**config.mk**
```make
export PLATFORM = sky130hd
export DESIGN_NAME = stream_demux2
export DESIGN_NICKNAME = d
export VERILOG_FILES = /design/src/rtl/stream_demux2.sv
export SDC_FILE = /design/constraint.sdc
export NUM_CORES = 1
export LEC_CHECK = 0
export CORE_UTILIZATION = 53
export DETAILED_ROUTE_END_ITERATION = 8
export PLACE_DENSITY = 0.8
export SLEW_MARGIN = 40
export SYNTH_ARGS = -nofsm -noshare
export SYNTH_HDL_FRONTEND = slang
export SYNTH_SLANG_ARGS = --single-unit
export TNS_END_PERCENT = 30
```
**constraint.sdc**
```tcl
create_clock -name clk -period 6 [get_ports clk]
set_clock_uncertainty 0.15 [all_clocks]
set_input_delay 1.2 -clock clk [delete_from_list [all_inputs] [get_ports clk]]
set_output_delay 1.2 -clock clk [all_outputs]
set_load 0.03 [all_outputs]
```
**src/rtl/stream_demux2.sv**
```systemverilog
// stream_demux2: registered 1-to-2 steering demultiplexer.
// Each word accepted on the input stream is written into the FIFO of the
// channel picked by in_sel. Each channel drains independently, so a stalled
// consumer on one channel never reorders or corrupts the other.
//
// Ports:
//   clk, reset               rising-edge clock, asynchronous active-high reset
//   in_valid/in_ready        input handshake; in_ready = channel[in_sel] not full
//   in_sel                   destination channel (qualified by in_valid)
//   in_data                  input word
//   out0_valid/out0_ready    channel 0 handshake, out0_data = channel 0 head word
//   out1_valid/out1_ready    channel 1 handshake, out1_data = channel 1 head word
//   out0_count, out1_count   per-channel occupancy (0..DEPTH)
module stream_demux2 #(
  parameter int unsigned WIDTH = 32,
  parameter int unsigned DEPTH = 2,
  localparam int unsigned CW = $clog2(DEPTH) + 1
) (
  input  logic             clk,
  input  logic             reset,
  input  logic             in_valid,
  output logic             in_ready,
  input  logic             in_sel,
  input  logic [WIDTH-1:0] in_data,
  output logic             out0_valid,
  input  logic             out0_ready,
  output logic [WIDTH-1:0] out0_data,
  output logic             out1_valid,
  input  logic             out1_ready,
  output logic [WIDTH-1:0] out1_data,
  output logic [CW-1:0]    out0_count,
  output logic [CW-1:0]    out1_count
);

  localparam int unsigned PW = $clog2(DEPTH);

  logic [WIDTH-1:0] mem_q    [2][DEPTH];
  logic [PW-1:0]    wr_ptr_q [2];
  logic [PW-1:0]    rd_ptr_q [2];
  logic [CW-1:0]    count_q  [2];

  logic [1:0] full;
  logic [1:0] push;
  logic [1:0] pop;

  assign out0_valid = (count_q[0] != '0);
  assign out1_valid = (count_q[1] != '0);
  assign out0_data  = mem_q[0][rd_ptr_q[0]];
  assign out1_data  = mem_q[1][rd_ptr_q[1]];
  assign out0_count = count_q[0];
  assign out1_count = count_q[1];

  // in_ready looks only at registered occupancy: a pop in the same cycle
  // does not free a slot until the next cycle.
  always_comb begin
    full[0]  = (count_q[0] == CW'(DEPTH));
    full[1]  = (count_q[1] == CW'(DEPTH));
    in_ready = ~full[in_sel];
    push     = 2'b00;
    if (in_valid && in_ready) begin
      push[in_sel] = 1'b1;
    end
    pop[0] = out0_valid & out0_ready;
    pop[1] = out1_valid & out1_ready;
  end

  always_ff @(posedge clk or posedge reset) begin
    if (reset) begin
      for (int n = 0; n < 2; n++) begin
        wr_ptr_q[n] <= '0;
        rd_ptr_q[n] <= '0;
        count_q[n]  <= '0;
        for (int i = 0; i < DEPTH; i++) begin
          mem_q[n][i] <= '0;
        end
      end
    end else begin
      for (int n = 0; n < 2; n++) begin
        if (push[n]) begin
          mem_q[n][wr_ptr_q[n]] <= in_data;
          // DEPTH is a power of two, so natural pointer overflow wraps cleanly
          wr_ptr_q[n] <= wr_ptr_q[n] + PW'(1);
        end
        if (pop[n]) begin
          rd_ptr_q[n] <= rd_ptr_q[n] + PW'(1);
        end
        case ({push[n], pop[n]})
          2'b10:   count_q[n] <= count_q[n] + CW'(1);
          2'b01:   count_q[n] <= count_q[n] - CW'(1);
          default: count_q[n] <= count_q[n];
        endcase
      end
    end
  end

endmodule
```
Yosys cells after proc, flatten, opt, wreduce, memory -nomap -nowiden
Cells that the tools add are included.
- output and inout bits: 71
- bits in registers: 136
- bits of input ports: 38
- reduce and logical (&&, ||, !) cells: 8
- mux-type cells: 19
- add/subtract/negate cells: 8
- equal/unequal tests: 6
- $lt $le $gt $ge: 8
- bitwise operators: 7
- operators with widths (cell ; count):
    $mux W32 ; 8
    $bwmux W64 ; 2
    $demux W32 S1 ; 2
    $eq A2 B2 Y1 const B ; 4
    $ge A2 B2 Y1 const B ; 4
    $not A1 Y2 ; 4
    $pmux W2 S2 ; 2
    $reduce_bool A2 Y1 ; 4
    $add A1 B1 Y1 const B ; 4
    $add A2 B1 Y2 const B ; 2
    $eq A2 B1 Y1 const B ; 2
    $logic_and A1 B1 Y1 ; 4
    $lt A2 B1 Y1 const B ; 2
    $sub A2 B1 Y2 const B ; 2
    $mux W1 ; 3
    $and A1 B1 Y1 ; 2
    $lt A1 B2 Y1 const B ; 1
    $mux W2 ; 1
    $demux W1 S1 ; 1
    $ge A1 B1 Y1 const B ; 1
    $not A1 Y1 ; 1

Longest topological paths before layout
- word-level depth: 8
- depth in mapped cells: 6
- depth with buffers taken out: 6

Worst setup path before layout
OpenSTA, ideal clock, no wires.
- kind: input port to output port
- from: in in_sel
- to: out in_ready
- cell stages on the path: 2
- slack: 2939 ps
- arrival time: 1711 ps
- required time: 4650 ps
- buffers on the path: 0
- cells stage by stage: nor2_1 > a21oi_1
- cells in the longest elaborated chain, start to end: 3
- ends and longest elaborated chain (what ; line ; source):
    from (decl) ; 23 ; input logic in_sel,
    $mux W1 (not written as such) (2 in series) ; 58 ; in_ready = ~full[in_sel];
    $not A1 Y1 ; 58 ;
    to (decl) ; 22 ; output logic in_ready,
No other way between the ends. The select of a mux whose other input is x is not followed.

Final worst setup path
- from: reg rd_ptr_q[1] in the netlist's numbering
- to: out out0_data[30]
- cells in the longest elaborated chain, start to end: 4
- ends and longest elaborated chain (what ; line ; source):
    from (decl) ; 39 ; logic [PW-1:0] rd_ptr_q [2];
    from (signal, indexed assignment) ; 85 ; rd_ptr_q[n] <= rd_ptr_q[n] + PW'(1);
    $not A1 Y2 (not written as such) ; 48 ; assign out0_data = mem_q[0][rd_ptr_q[0]];
    $mux W32 (not written as such) (3 in series) ; 48 ;
    to (decl) ; 27 ; output logic [WIDTH-1:0] out0_data,
No other way between the ends. The select of a mux whose other input is x is not followed.

==> impl_metrics.toml <==
[setup_path]
crit_path_end_kind = "primary output"
slowest_delay_ns = 0.83
critPathLaunchType = "register"
crit_slowest_cell = "dfrtp_1"
path_class = "reg -> out"
r2r_end = "mem_q[110]$_DFFE_PP0P_"
crit_buf_inv = 2
r2r_slack_ns = 3.63
worstPathCellList = "buf_4, mux2_2, clkdlybuf4s50_1"
crit_family = "buffers and inverters"
r2r_cells = 4
worstReg2RegStart = "out0_count[1]$_DFFE_PP0P_"
required_ns = 4.65
worstPathArrival_ns = 2.67
cp_max_fo = 17

[sta]
drv_slew = 0
setup_tns_ns = 0
max_freq_mhz = 249
worst_pin_slew_ns = 0.773
period_needed_ns = 4.02
hold_violations = 0
slew_headroom = 0.483
setup_violations = 0
finalCritPeriodShare = 0.670
hold_slack_ns = 0.337
rsz0062_at_grt = "no"

[layout]
final_cell_mix = "157 x mux2_2, 135 x dfrtp_1, 108 x clkdlybuf4s50_1"
layout.cells.most_common = "mux2_2"
multiInputGateArea_sq_mm = 0.00252
final.fill_count = 763
final-seq-area_sq_mm = 0.00341
drive_gt1_frac = 0.458
nets = 534
synthToLayoutAreaGrowth_pct = 30.0
diodes = 0

[yosys]
ys.warnings.count = 0
syn_area_per_cell_sq_um = 15.8
ys_seq_elements = 136
synthCells = 382
yosysSeqAreaShare = 0.564
synth.distinct_cells = 22
syn_area_sq_mm = 0.00604
syn_nets = 422

[grt]
grt_antenna_before_repair = 0
use_met1 = 0.285
grt.met2_usage = 0.396
grt_pass1_vias = 3977
track_usage = 0.232
grt_max_degree = 106
grt_remaining_overflow = 0
grt_pass1_wl_mm = 20.4
grt-busiest-layer = "met2"
grtUsageMet3 = 0.0771

[die]
die_h_um = 109
io_pins = 109
core_sq_mm = 0.0110
die_x_um = 109
num_rows = 38
initial_core_util = 0.550
die_area_sq_mm = 0.0118

[hold_path]
min_to = "mem_q[120]$_DFFE_PP0P_"
hold_class = "reg -> reg"
hp-start = "mem_q[120]$_DFFE_PP0P_"
hold_path_depth = 1

[placement]
globalplace.congestion = 0.705
dpl.hpwl_mm = 7.84
io_buffers = 108

[routing]
drcViolationCount = 0
ant_nets = 0
dr_total_vias = 3495
via_per_inst = 5.40
wl_mm = 12.4
firstDrtPassIters = 4
drtIter0Drc = 126
wl_per_cell_um = 19.1

[status]
status = "complete, no violations"

[cts]
cts_hold_buf = 0
cts_made_buffers = 17
clock_latency_ns = 0.40
clk_path_buf_depth = 2
root_buffer = "clkbuf_16"
cts_setup_buffers = 0
htreeDepth = 4
clkSlewWorstSetupHoldPaths_ns = 0.05
post_cts_resized = 0
cts_tree = "built"
cts_sinks = 136

[pwr]
ir_drop_mv = 0.417
leakage_nw = 3.39
total_power_mw = 5.46
powerDensity_mw_per_mm2 = 696

[run]
maxCapViolations = 0
through the flow:
| step | cell area [sq um] | worst slack, ns | utilization | std cells |
|---|---|---|---|---|
| 2_1_floorplan | 6040 | 1.01 | - | 382 |
| 3_3_place_gp | 7240 | 2.04 | 0.659 | 615 |
| 3_5_place_dp | 7240 | 2.04 | 0.659 | 615 |
| 4_1_cts | 7850 | 1.92 | 0.715 | 647 |
| 5_1_grt | 7850 | 1.83 | 0.715 | 647 |
| 6_report | 7850 | 1.98 | 0.715 | 647 |
final cells by class:
| type | instances | share of cell area |
|---|---|---|
| clock buffer | 19 | 0.0577 |
| timing repair buffer | 114 | 0.143 |
| multi-input combinational | 224 | 0.321 |
| inverter | 1 | 0.00143 |
| sequential | 136 | 0.434 |
| clock inverter | 13 | 0.0195 |
| tap | 140 | 0.0223 |
state kept, by name (all words and copies together) (netlist names):
| register | count |
|---|---|
| mem_q | 128 |
| out0_count | 2 |
| out1_count | 2 |
| rd_ptr_q | 2 |
| wr_ptr_q | 2 |
synthesized netlist by cell type:
library cell | instances | area share
or3b_1 | 1 | 0.0015
and2_1 | 2 | 0.0021
nand4_1 | 1 | 0.0010
xnor2_1 | 6 | 0.0087
buf_6 | 4 | 0.0075
nor2b_1 | 2 | 0.0021
mux2_2 | 157 | 0.29
ha_1 | 2 | 0.0041
nand2_1 | 1 | 0.00062
xor2_1 | 4 | 0.0058
dfrtp_1 | 136 | 0.56
nand3_1 | 1 | 0.00083
buf_2 | 9 | 0.0075
mux2_1 | 5 | 0.0093
nand2b_1 | 4 | 0.0041
inv_1 | 1 | 0.00062
clkbuf_1 | 8 | 0.0050
or2_2 | 2 | 0.0021
a21oi_1 | 1 | 0.00083
nor2_1 | 3 | 0.0019
mux2_4 | 30 | 0.075
nor3_2 | 2 | 0.0033
routing by layer:
layer  up-vias  part of all wire
li1       1583                 -
met1      1833              0.43
met2        75              0.52
met3         4             0.048
met4         0            0.0036
met5         -                 0
report_power, final:
group	total (mW)	switching [mW]	internal, mW
Clock	1.05	0.382	0.672
Combinational	2.69	1.29	1.41
Sequential	1.72	0.325	1.39
Total	5.46	1.99	3.47
how the worst max path moves through the flow:
stage                                       start              endpoint  slack [ns]  depth (start not counted)
after floorplan                             reset  mem_q[0]$_DFFE_PP0P_        1.01                          1
after global placement                     in_sel              in_ready        2.04                          4
after detailed placement                   in_sel              in_ready        2.04                          4
after CTS                 rd_ptr_q[1]$_DFFE_PP0P_         out0_data[30]        1.92                          3
after global routing      rd_ptr_q[1]$_DFFE_PP0P_         out0_data[30]        1.83                          3
final                     rd_ptr_q[1]$_DFFE_PP0P_         out0_data[30]        1.98                          3
cell families after synthesis:
| family | count (synthesis) | synth area share |
|---|---|---|
| simple gates | 19 | 0.0195 |
| xor+xnor | 10 | 0.0145 |
| flops | 136 | 0.564 |
| buf+inv | 22 | 0.0205 |
| compound gates | 1 | 0.000828 |
| fa+ha+maj | 2 | 0.00414 |
| mux | 192 | 0.377 |
Power figures use the tool's default switching activity.
